## config.mk

```make
export PLATFORM = sky130hd
export DESIGN_NAME = lfsr_burst_arbiter
export DESIGN_NICKNAME = d
export VERILOG_FILES = /design/src/rtl/lfsr_pkg.sv /design/src/rtl/lfsr4_core.sv /design/src/rtl/lfsr_burst_arbiter.sv
export SDC_FILE = /design/constraint.sdc
export NUM_CORES = 1
export LEC_CHECK = 0
export CAP_MARGIN = 0
export CORE_MARGIN = 2
export CORE_UTILIZATION = 45
export CTS_CLUSTER_DIAMETER = 30
export DETAILED_ROUTE_END_ITERATION = 16
export GPL_ROUTABILITY_DRIVEN = 0
export PLACE_DENSITY_LB_ADDON = 0.1
export RECOVER_POWER = 25
export SYNTH_ARGS = -nofsm -noshare
export SYNTH_HDL_FRONTEND = slang
export SYNTH_HIERARCHICAL = 1
export SYNTH_SLANG_ARGS = --single-unit
```

## constraint.sdc

```tcl
create_clock -name clk -period 2.2 [get_ports clk]
set_input_delay 0.22 -clock clk [delete_from_list [all_inputs] [get_ports clk]]
set_output_delay 0.22 -clock clk [all_outputs]
set_load 0.02 [all_outputs]
```

## src/rtl/lfsr_pkg.sv

```systemverilog
// -----------------------------------------------------------------------------
// lfsr_pkg
// Shared definitions for the burst arbiter and its LFSR datapath:
//   - arb_state_e   : arbiter FSM encoding (IDLE / RUN / GAP)
//   - LFSR_W        : LFSR width (4 bits)
//   - LFSR_LOCKUP   : the one state an XNOR Fibonacci LFSR never leaves
//   - LFSR_RESET    : value the LFSR takes on reset
//   - lfsr4_next()  : one step of the 4-bit XNOR Fibonacci LFSR
// -----------------------------------------------------------------------------
package lfsr_pkg;

    localparam int LFSR_W = 4;

    localparam logic [LFSR_W-1:0] LFSR_LOCKUP = 4'b1111;
    localparam logic [LFSR_W-1:0] LFSR_RESET  = 4'b0000;

    typedef enum logic [1:0] {
        ST_IDLE = 2'd0,
        ST_RUN  = 2'd1,
        ST_GAP  = 2'd2
    } arb_state_e;

    // Taps at bits 3 and 2 with XNOR feedback give a 15-state cycle that
    // includes 0000 and excludes 1111.
    function automatic logic [LFSR_W-1:0] lfsr4_next(input logic [LFSR_W-1:0] q);
        return {q[2:0], ~(q[3] ^ q[2])};
    endfunction

endpackage

```

## src/rtl/lfsr4_core.sv

```systemverilog
// -----------------------------------------------------------------------------
// lfsr4_core
// Holds the 4-bit LFSR register. Load has priority over step. The caller is
// responsible for never loading the lockup value.
// Ports:
//   clk       in  1  clock, rising edge
//   reset     in  1  synchronous active-high reset (register -> LFSR_RESET)
//   load      in  1  load load_val on the next edge
//   load_val  in  4  value to load
//   step      in  1  advance the LFSR one position on the next edge
//   q         out 4  current LFSR state
// -----------------------------------------------------------------------------
module lfsr4_core
    import lfsr_pkg::*;
(
    input  logic              clk,
    input  logic              reset,
    input  logic              load,
    input  logic [LFSR_W-1:0] load_val,
    input  logic              step,
    output logic [LFSR_W-1:0] q
);

    logic [LFSR_W-1:0] q_reg;

    always_ff @(posedge clk) begin
        if (reset) begin
            q_reg <= LFSR_RESET;
        end else if (load) begin
            q_reg <= load_val;
        end else if (step) begin
            q_reg <= lfsr4_next(q_reg);
        end
    end

    assign q = q_reg;

endmodule

```

## src/rtl/lfsr_burst_arbiter.sv

```systemverilog
// -----------------------------------------------------------------------------
// lfsr_burst_arbiter
// Shares one 4-bit LFSR among N_REQ requesters. Requests are granted
// round-robin; each grant delivers a burst of pseudo-random nibbles, one per
// cycle, stepping the LFSR once per beat. Also handles seeding of the LFSR.
// Ports:
//   clk        in  1            clock, rising edge
//   reset      in  1            synchronous active-high reset
//   seed_we    in  1            load seed_in (only acted on while idle)
//   seed_in    in  4            seed value (1111 is loaded as 0000)
//   req        in  N_REQ        level burst request per requester
//   req_len    in  N_REQ*LEN_W  burst length per requester, 0 = 2**LEN_W
//   gnt        out N_REQ        one-hot grant, held for the burst
//   rnd_valid  out 1            rnd_data valid this cycle
//   rnd_data   out 4            random nibble
//   rnd_last   out 1            final beat of the burst
//   busy       out 1            arbiter not idle
//   lfsr_q     out 4            current LFSR state
// -----------------------------------------------------------------------------
module lfsr_burst_arbiter
    import lfsr_pkg::*;
#(
    parameter int N_REQ = 2,
    parameter int LEN_W = 4
)(
    input  logic                   clk,
    input  logic                   reset,
    input  logic                   seed_we,
    input  logic [LFSR_W-1:0]      seed_in,
    input  logic [N_REQ-1:0]       req,
    input  logic [N_REQ*LEN_W-1:0] req_len,
    output logic [N_REQ-1:0]       gnt,
    output logic                   rnd_valid,
    output logic [LFSR_W-1:0]      rnd_data,
    output logic                   rnd_last,
    output logic                   busy,
    output logic [LFSR_W-1:0]      lfsr_q
);

    localparam int OW = (N_REQ > 1) ? $clog2(N_REQ) : 1;
    localparam int CW = LEN_W + 1;

    localparam logic [OW:0]   NREQ_C   = (OW+1)'(N_REQ);
    localparam logic [OW-1:0] LAST_IDX = OW'(N_REQ - 1);
    localparam logic [CW-1:0] FULL_LEN = {1'b1, {LEN_W{1'b0}}};

    // ---------------------------------------------------------------- state
    arb_state_e         state_reg,     state_next;
    logic [OW-1:0]      owner_reg,     owner_next;
    logic [OW-1:0]      rr_ptr_reg,    rr_ptr_next;
    logic [CW-1:0]      count_reg,     count_next;
    logic [N_REQ-1:0]   gnt_reg,       gnt_next;
    logic               rnd_valid_reg, rnd_valid_next;
    logic [LFSR_W-1:0]  rnd_data_reg,  rnd_data_next;
    logic               rnd_last_reg,  rnd_last_next;
    logic               busy_reg,      busy_next;

    logic               lfsr_load;
    logic [LFSR_W-1:0]  lfsr_load_val;
    logic               lfsr_step;

    // ------------------------------------------------------- request slicing
    logic [LEN_W-1:0] len_arr  [N_REQ];
    logic [OW-1:0]    cand_idx [N_REQ];
    logic [N_REQ-1:0] cand_req;

    // cand_idx[gi] is the requester gi places after rr_ptr (wrapping), so
    // the lowest set cand_req bit is the round-robin winner.
    generate
        for (genvar gi = 0; gi < N_REQ; gi++) begin : g_req
            logic [OW:0] cand_sum;

            assign len_arr[gi]  = req_len[gi*LEN_W +: LEN_W];
            assign cand_sum     = {1'b0, rr_ptr_reg} + (OW+1)'(gi);
            assign cand_idx[gi] = (cand_sum >= NREQ_C) ? OW'(cand_sum - NREQ_C)
                                                       : cand_sum[OW-1:0];
            assign cand_req[gi] = req[cand_idx[gi]];
        end
    endgenerate

    logic              pick_found;
    logic [OW-1:0]     pick_idx;
    logic [LEN_W-1:0]  pick_len;
    logic [CW-1:0]     pick_len_eff;

    always_comb begin
        pick_found = 1'b0;
        pick_idx   = '0;
        // Scan downward so the nearest candidate is the last one written.
        for (int k = N_REQ - 1; k >= 0; k--) begin
            if (cand_req[k]) begin
                pick_found = 1'b1;
                pick_idx   = cand_idx[k];
            end
        end
    end

    assign pick_len     = len_arr[pick_idx];
    assign pick_len_eff = (pick_len == '0) ? FULL_LEN : {1'b0, pick_len};

    // ------------------------------------------------------------- LFSR core
    lfsr4_core u_lfsr (
        .clk      (clk),
        .reset    (reset),
        .load     (lfsr_load),
        .load_val (lfsr_load_val),
        .step     (lfsr_step),
        .q        (lfsr_q)
    );

    // ------------------------------------------------------- next-state logic
    // Outputs are registered, so the first beat is produced on the same edge
    // that grants: beat 1 is visible in the first RUN cycle. count_reg holds
    // the number of beats still to be produced after the one on display.
    always_comb begin
        state_next     = state_reg;
        owner_next     = owner_reg;
        rr_ptr_next    = rr_ptr_reg;
        count_next     = count_reg;
        gnt_next       = gnt_reg;
        rnd_valid_next = 1'b0;
        rnd_data_next  = rnd_data_reg;
        rnd_last_next  = 1'b0;
        lfsr_load      = 1'b0;
        lfsr_load_val  = seed_in;
        lfsr_step      = 1'b0;

        unique case (state_reg)
            ST_IDLE: begin
                gnt_next = '0;
                if (seed_we) begin
                    // Seeding takes the cycle; any request waits one cycle.
                    lfsr_load     = 1'b1;
                    lfsr_load_val = (seed_in == LFSR_LOCKUP) ? LFSR_RESET : seed_in;
                end else if (pick_found) begin
                    state_next     = ST_RUN;
                    owner_next     = pick_idx;
                    gnt_next       = N_REQ'(1) << pick_idx;
                    rnd_valid_next = 1'b1;
                    rnd_data_next  = lfsr_q;
                    rnd_last_next  = (pick_len_eff == CW'(1));
                    lfsr_step      = 1'b1;
                    count_next     = pick_len_eff - CW'(1);
                end
            end

            ST_RUN: begin
                if (count_reg == '0) begin
                    // Last beat is on display: close the burst.
                    state_next = ST_GAP;
                    gnt_next   = '0;
                end else if (!req[owner_reg]) begin
                    // Owner withdrew: abandon without a final beat.
                    state_next = ST_GAP;
                    gnt_next   = '0;
                    count_next = '0;
                end else begin
                    rnd_valid_next = 1'b1;
                    rnd_data_next  = lfsr_q;
                    rnd_last_next  = (count_reg == CW'(1));
                    lfsr_step      = 1'b1;
                    count_next     = count_reg - CW'(1);
                end
            end

            ST_GAP: begin
                gnt_next    = '0;
                rr_ptr_next = (owner_reg == LAST_IDX) ? '0 : owner_reg + OW'(1);
                state_next  = ST_IDLE;
            end

            default: begin
                state_next = ST_IDLE;
                gnt_next   = '0;
            end
        endcase

        busy_next = (state_next != ST_IDLE);
    end

    // -------------------------------------------------------------- registers
    always_ff @(posedge clk) begin
        if (reset) begin
            state_reg     <= ST_IDLE;
            owner_reg     <= '0;
            rr_ptr_reg    <= '0;
            count_reg     <= '0;
            gnt_reg       <= '0;
            rnd_valid_reg <= 1'b0;
            rnd_data_reg  <= '0;
            rnd_last_reg  <= 1'b0;
            busy_reg      <= 1'b0;
        end else begin
            state_reg     <= state_next;
            owner_reg     <= owner_next;
            rr_ptr_reg    <= rr_ptr_next;
            count_reg     <= count_next;
            gnt_reg       <= gnt_next;
            rnd_valid_reg <= rnd_valid_next;
            rnd_data_reg  <= rnd_data_next;
            rnd_last_reg  <= rnd_last_next;
            busy_reg      <= busy_next;
        end
    end

    assign gnt       = gnt_reg;
    assign rnd_valid = rnd_valid_reg;
    assign rnd_data  = rnd_data_reg;
    assign rnd_last  = rnd_last_reg;
    assign busy      = busy_reg;

endmodule

```

; Word-level counts from Yosys, hierarchy flattened
; Index checks and enable logic that the tools add are counted.
[word_totals]
out_inout_bits = 13
regBits = 22
[classes]
magnitude_cmp = 6
mux = 54
eq_ne = 10
n_shift = 1
n_reduce_logical = 9
addsub = 6
bitwise_logic = 4
[ops]
columns = op, count
row1 = 4-bit two-way mux, 12
row2 = 5-bit two-way mux, 5
row3 = 1-bit two-way mux, 23
row4 = 2-bit two-way mux, 8
row5 = "5-bit by 1-bit == test with 1-bit output, second input constant", 2
row6 = 5-bit case mux with 2 select lines, 1
row7 = "5-bit by 1-bit subtractor with 5-bit output, second input constant", 2
row8 = "2-bit inequality test, second input constant", 4
row9 = 2-bit case mux with 2 select lines, 2
row10 = 4-bit case mux with 2 select lines, 1
row11 = "1-bit by 2-bit < comparator with 1-bit output, second input constant", 3
row12 = 2-bit nonzero test, 3
row13 = 5-bit zero test, 1
row14 = 5-bit AND reduction, 1
row15 = "4-bit == test, second input constant", 1
row16 = "2-bit greater-or-equal comparator, second input constant", 2
row17 = 4-bit zero test, 1
row18 = 1-bit case mux with 2 select lines, 2
row19 = 4-bit AND reduction, 1
row20 = "3-bit inequality test, second input constant", 1
row21 = 3-bit AND reduction, 1
row22 = "1-bit by 1-bit adder with 2-bit output, second input constant", 1
row23 = "2-bit by 1-bit == test with 1-bit output, second input constant", 1
row24 = "2-bit == test, second input constant", 1
row25 = other kinds (8), 10

; Logic depth before layout (Yosys ltp)
[logic_depth]
word_depth = 17
depth_mapped = 8
mapped_depth_nobuf = 8

; Hierarchy
; Netlist, hierarchy kept.
[by_module_without_submodules]
columns = module, n_inst, area_per_inst_um2, cells_each
row1 = lfsr_burst_arbiter, 1, 1193.6, 138
row2 = lfsr4_core, 1, 193.9, 20

; Least setup slack after synthesis
; Ideal clock, no wire load.
[synth_timing]
kind = register to register
start = register count_reg[0]
end = register u_lfsr.q_reg[3], in the netlist u_lfsr/q[3]
path_stages_with_launch = 9
path_buffers = 0
t_required_ps = 2086
slack_ps = 191
arrival_time_ps = 1894
synth_period_minus_slack_ps = 2009
path_cell_list = dfxtp_1 -> inv_1 -> ha_1 -> or4b_4 -> nand3_1 -> nand2_1 -> mux2_1 -> mux2i_1 -> nor2_1
[synth_via]
elab_chain_cells = 4
[synth_rtl]
columns = item, line
row1 = start: declaration, lfsr_burst_arbiter.sv:51  ; logic [CW-1:0] count_reg, count_next;
row2 = start signal: assignment, lfsr_burst_arbiter.sv:197  ; count_reg <= count_next;
row3 = 5-bit zero test, lfsr_burst_arbiter.sv:148  ; if (count_reg == '0) begin
row4 = 1-bit two-way mux, lfsr_burst_arbiter.sv:148
row5 = 1-bit case mux with 2 select lines, lfsr_burst_arbiter.sv:128  ; unique case (state_reg)
row6 = named net lfsr_step, lfsr_burst_arbiter.sv:60  ; logic lfsr_step;
row7 = 2-bit nonzero test (no source line), -
row8 = end signal: assignment, lfsr4_core.sv:30  ; q_reg <= load_val;
row9 = end signal: assignment, lfsr4_core.sv:32  ; q_reg <= lfsr4_next(q_reg);
row10 = end: declaration, lfsr4_core.sv:24  ; logic [LFSR_W-1:0] q_reg;
; The timed path passes the listed nets, and every way through them passes these cells.
; A chain may end at the register's enable or synchronous reset.

; Worst setup path in the final report
; Ends and elaborated chain as after synthesis.

==> metrics <==
status complete, no violations; Slew Limit Fails 0; syn_area_per_cell ~8.8 µm²; Crit path required time 2.42 ns; Worst EP arrival between 2 and 2.5 ns; vias in the first global route 1345; flop-to-flop setup slack 0.16 ns; FF-to-FF path depth 8; Yosys warning total 6; post-synth cell types 55; Vias 1378; Synth Area in Adders 4.509%; root buffer cell clkbuf_4; simple-gate share of the synthesized area roughly a quarter; top-count cell post-synth dfxtp_1; maximum vdd drop 324.0 µV; Initial Util between 40% and 50%; overall routing resource usage 21.75%; ys flop type dfxtp_1; I/O Buffers 29; ANT cells 0; async set-reset flop share out of synthesis 0%; Crit-path slowest cell or4b_4; maximum clock insertion buffer count 2; Die Span Y approximately 60 µm; Synthesized Nets 180; std cell rows 20; total power ~1.1 mW; Critical Path Fanout Max 5; Pre-antenna DRT Iters 4; post-synthesis cell area 1388 µm²; Placeable Area 3003 µm²; hold_buf cts 0; Detailed Place HPWL 2.674 mm; Critical Path Start count_reg[0]; Die Width 59.53 µm; Worst-path clk slew 0.13 ns; worst hold path class flop to flop; share of the synthesized area in the top cell type between 30% and 40%; Hold Path Origin rnd_data[2]; sequential cell area fraction in the yosys report 31.74%; RSZ-0062 raised after global routing false; CP Capture Type flop; Setup crit end u_lfsr/q[3]; full die area 3544 µm²; Hold Crit Depth 2; Post-synth top cells dfxtp_1 (22), a21oi_1 (12), nor2_1 (12), nand2_1 (8), nor3_1 (8); post-synth top area cell dfxtp_1; FF+latch count, synth 22; MaxCap Viol Count 0; share of cells above drive strength 1 14.57%; final hold vios 0; r2r endpoint u_lfsr/q[3]; I/O pins 30; Num CTS Buffers 3; final setup vio count 0; CTS tree done; vias per cell 5.940; post-synthesis mux area share 6.853%; Final nets 222; Setup Buffers After CTS 0; Worst-Skew Late Latency 0.31 ns; Place WS -0.06008 ns; crit share post-route 92.68%; max reg flops 5; Synth Instances 158; final worst slack 0.1609 ns; largest net degree at the start of global routing 17; number of synthesized flops with an enable pin 0; Slew headroom 69.48%; Clock Skews around 0.0030 ns; Synth Area in Compound Gates 25.61%; antenna violations before repair 0; synth top area cells dfxtp_1 (32%), ha_1 (4.5%), a21oi_1 (4.3%); worst r2r src count_reg[0]; pwr dens 619.2 nW/µm²; Worst setup SP type flop; Total Neg Setup Slack 0 ns; minimum clock period 2.039 ns; Worst path max stage delay just over 0.5 ns; Remaining Overflow, GRT 0; drt drc 0; fillcell total 283; first-pass GRT wire length roughly 6 mm; largest family of logic cells by synthesized area compound AO/OA/AOI/OAI gates; WL final 3.495 mm; Max Freq just under 500 MHz; Area Growth Syn to Fin 32.01%; antenna viol nets, final 0; Leakage Power roughly 0.7 nW; drt initial violations 29; CP Class flop to flop; # H-tree levels 1; worst path cell trace inv_1, ha_1, or4b_4, nand3_1, nand2_2, mux2_1, mux2i_1, nor2_1; drt wl/cell between 15 and 20 µm; CTS Sinks 22; Worst-Margin Slew about 0.45 ns; xor and xnor area share after synthesis 1.894%
[timing repair]
item                                    in CTS  in global routing
gates resized for setup                      0                  1
hold endpoints to repair                     0                  0
endpoints found under the setup margin       0                  2
[worst min path at each step]
stage / to / slack (ns)
CTS: rnd_data[2] / 0.48
detailed placement: rnd_data[2] / 0.46
global placement: gnt[1] / 0.44
floorplan: u_lfsr/q[1] / 0.29
global route: rnd_data[1] / 0.51
finish: rnd_data[2] / 0.47
[cell families (layout without fill, tap and decap cells)]
family	Yosys count	count (layout)
buffers and inverters	13	54
muxes	9	9
AOI/OAI and AO/OA	46	46
xor gates and xnor gates	3	3
adders and majority gates	5	5
and+or+nand+nor	60	60
DFF	22	22
[routing by layer]
layer	global-route usage, %	wire length [µm]	share of wire [%]
met4	10.16	62	1.8
met5	0	0	0
met2	37.05	1729	49
met1	27.01	1537	44
met3	2.838	166	4.7
[power breakdown]
group | switching, mW | internal (mW) | leakage (nW)
combinational | 0.184 | 0.174 | 0.501
clock | 0.135 | 0.184 | 0.0279
sequential | 0.0284 | 0.429 | 0.180
total | 0.348 | 0.787 | 0.709
[worst max-delay path: cells and delay by family (launching register included)]
kind                     cells  cell delay [ns]
buffers and inverters        1             0.14
flip-flops                   1             0.35
adder cells (fa/ha/maj)      1             0.20
multiplexers                 2             0.45
AND/OR/NAND/NOR              4             0.80
[area by class of cell]
| type | instances | area (µm²) | share of cell area (%) |
|---|---|---|---|
| multi-input cells | 123 | 879.6 | 48.02 |
| flip-flops and latches | 22 | 440.4 | 24.04 |
| repair buffers | 43 | 391.6 | 21.38 |
| well taps | 33 | 41.29 | 2.254 |
| clock inverters | 1 | 30.03 | 1.639 |
| inverters | 7 | 26.28 | 1.434 |
| clock buffers | 3 | 22.52 | 1.230 |
[through the flow]
| step | instances | util, % | instance area [µm²] | hold WS (ns) |
|---|---|---|---|---|
| after global routing | 232 | 61.00 | 1832 | 0.5068 |
| after global placement | 228 | 59.29 | 1780 | 0.4445 |
| after CTS | 232 | 61.04 | 1833 | 0.4800 |
| final | 232 | 61.00 | 1832 | 0.4733 |
| after detailed placement | 228 | 59.29 | 1780 | 0.4581 |
| after floorplan | 158 | - | 1388 | 0.2924 |
[cell usage in the layout, fill, tap and decap left out, types with 7 or more instances in the layout]
cell and count:
dfxtp_1 22, nor2_1 12, inv_1 7, buf_4 13
clkdlybuf4s50_1 22, nor3_1 8, nand2_1 7, a21oi_1 12
dlygate4sd3_1 7
No activity file was read; power rests on OpenSTA's default activity.
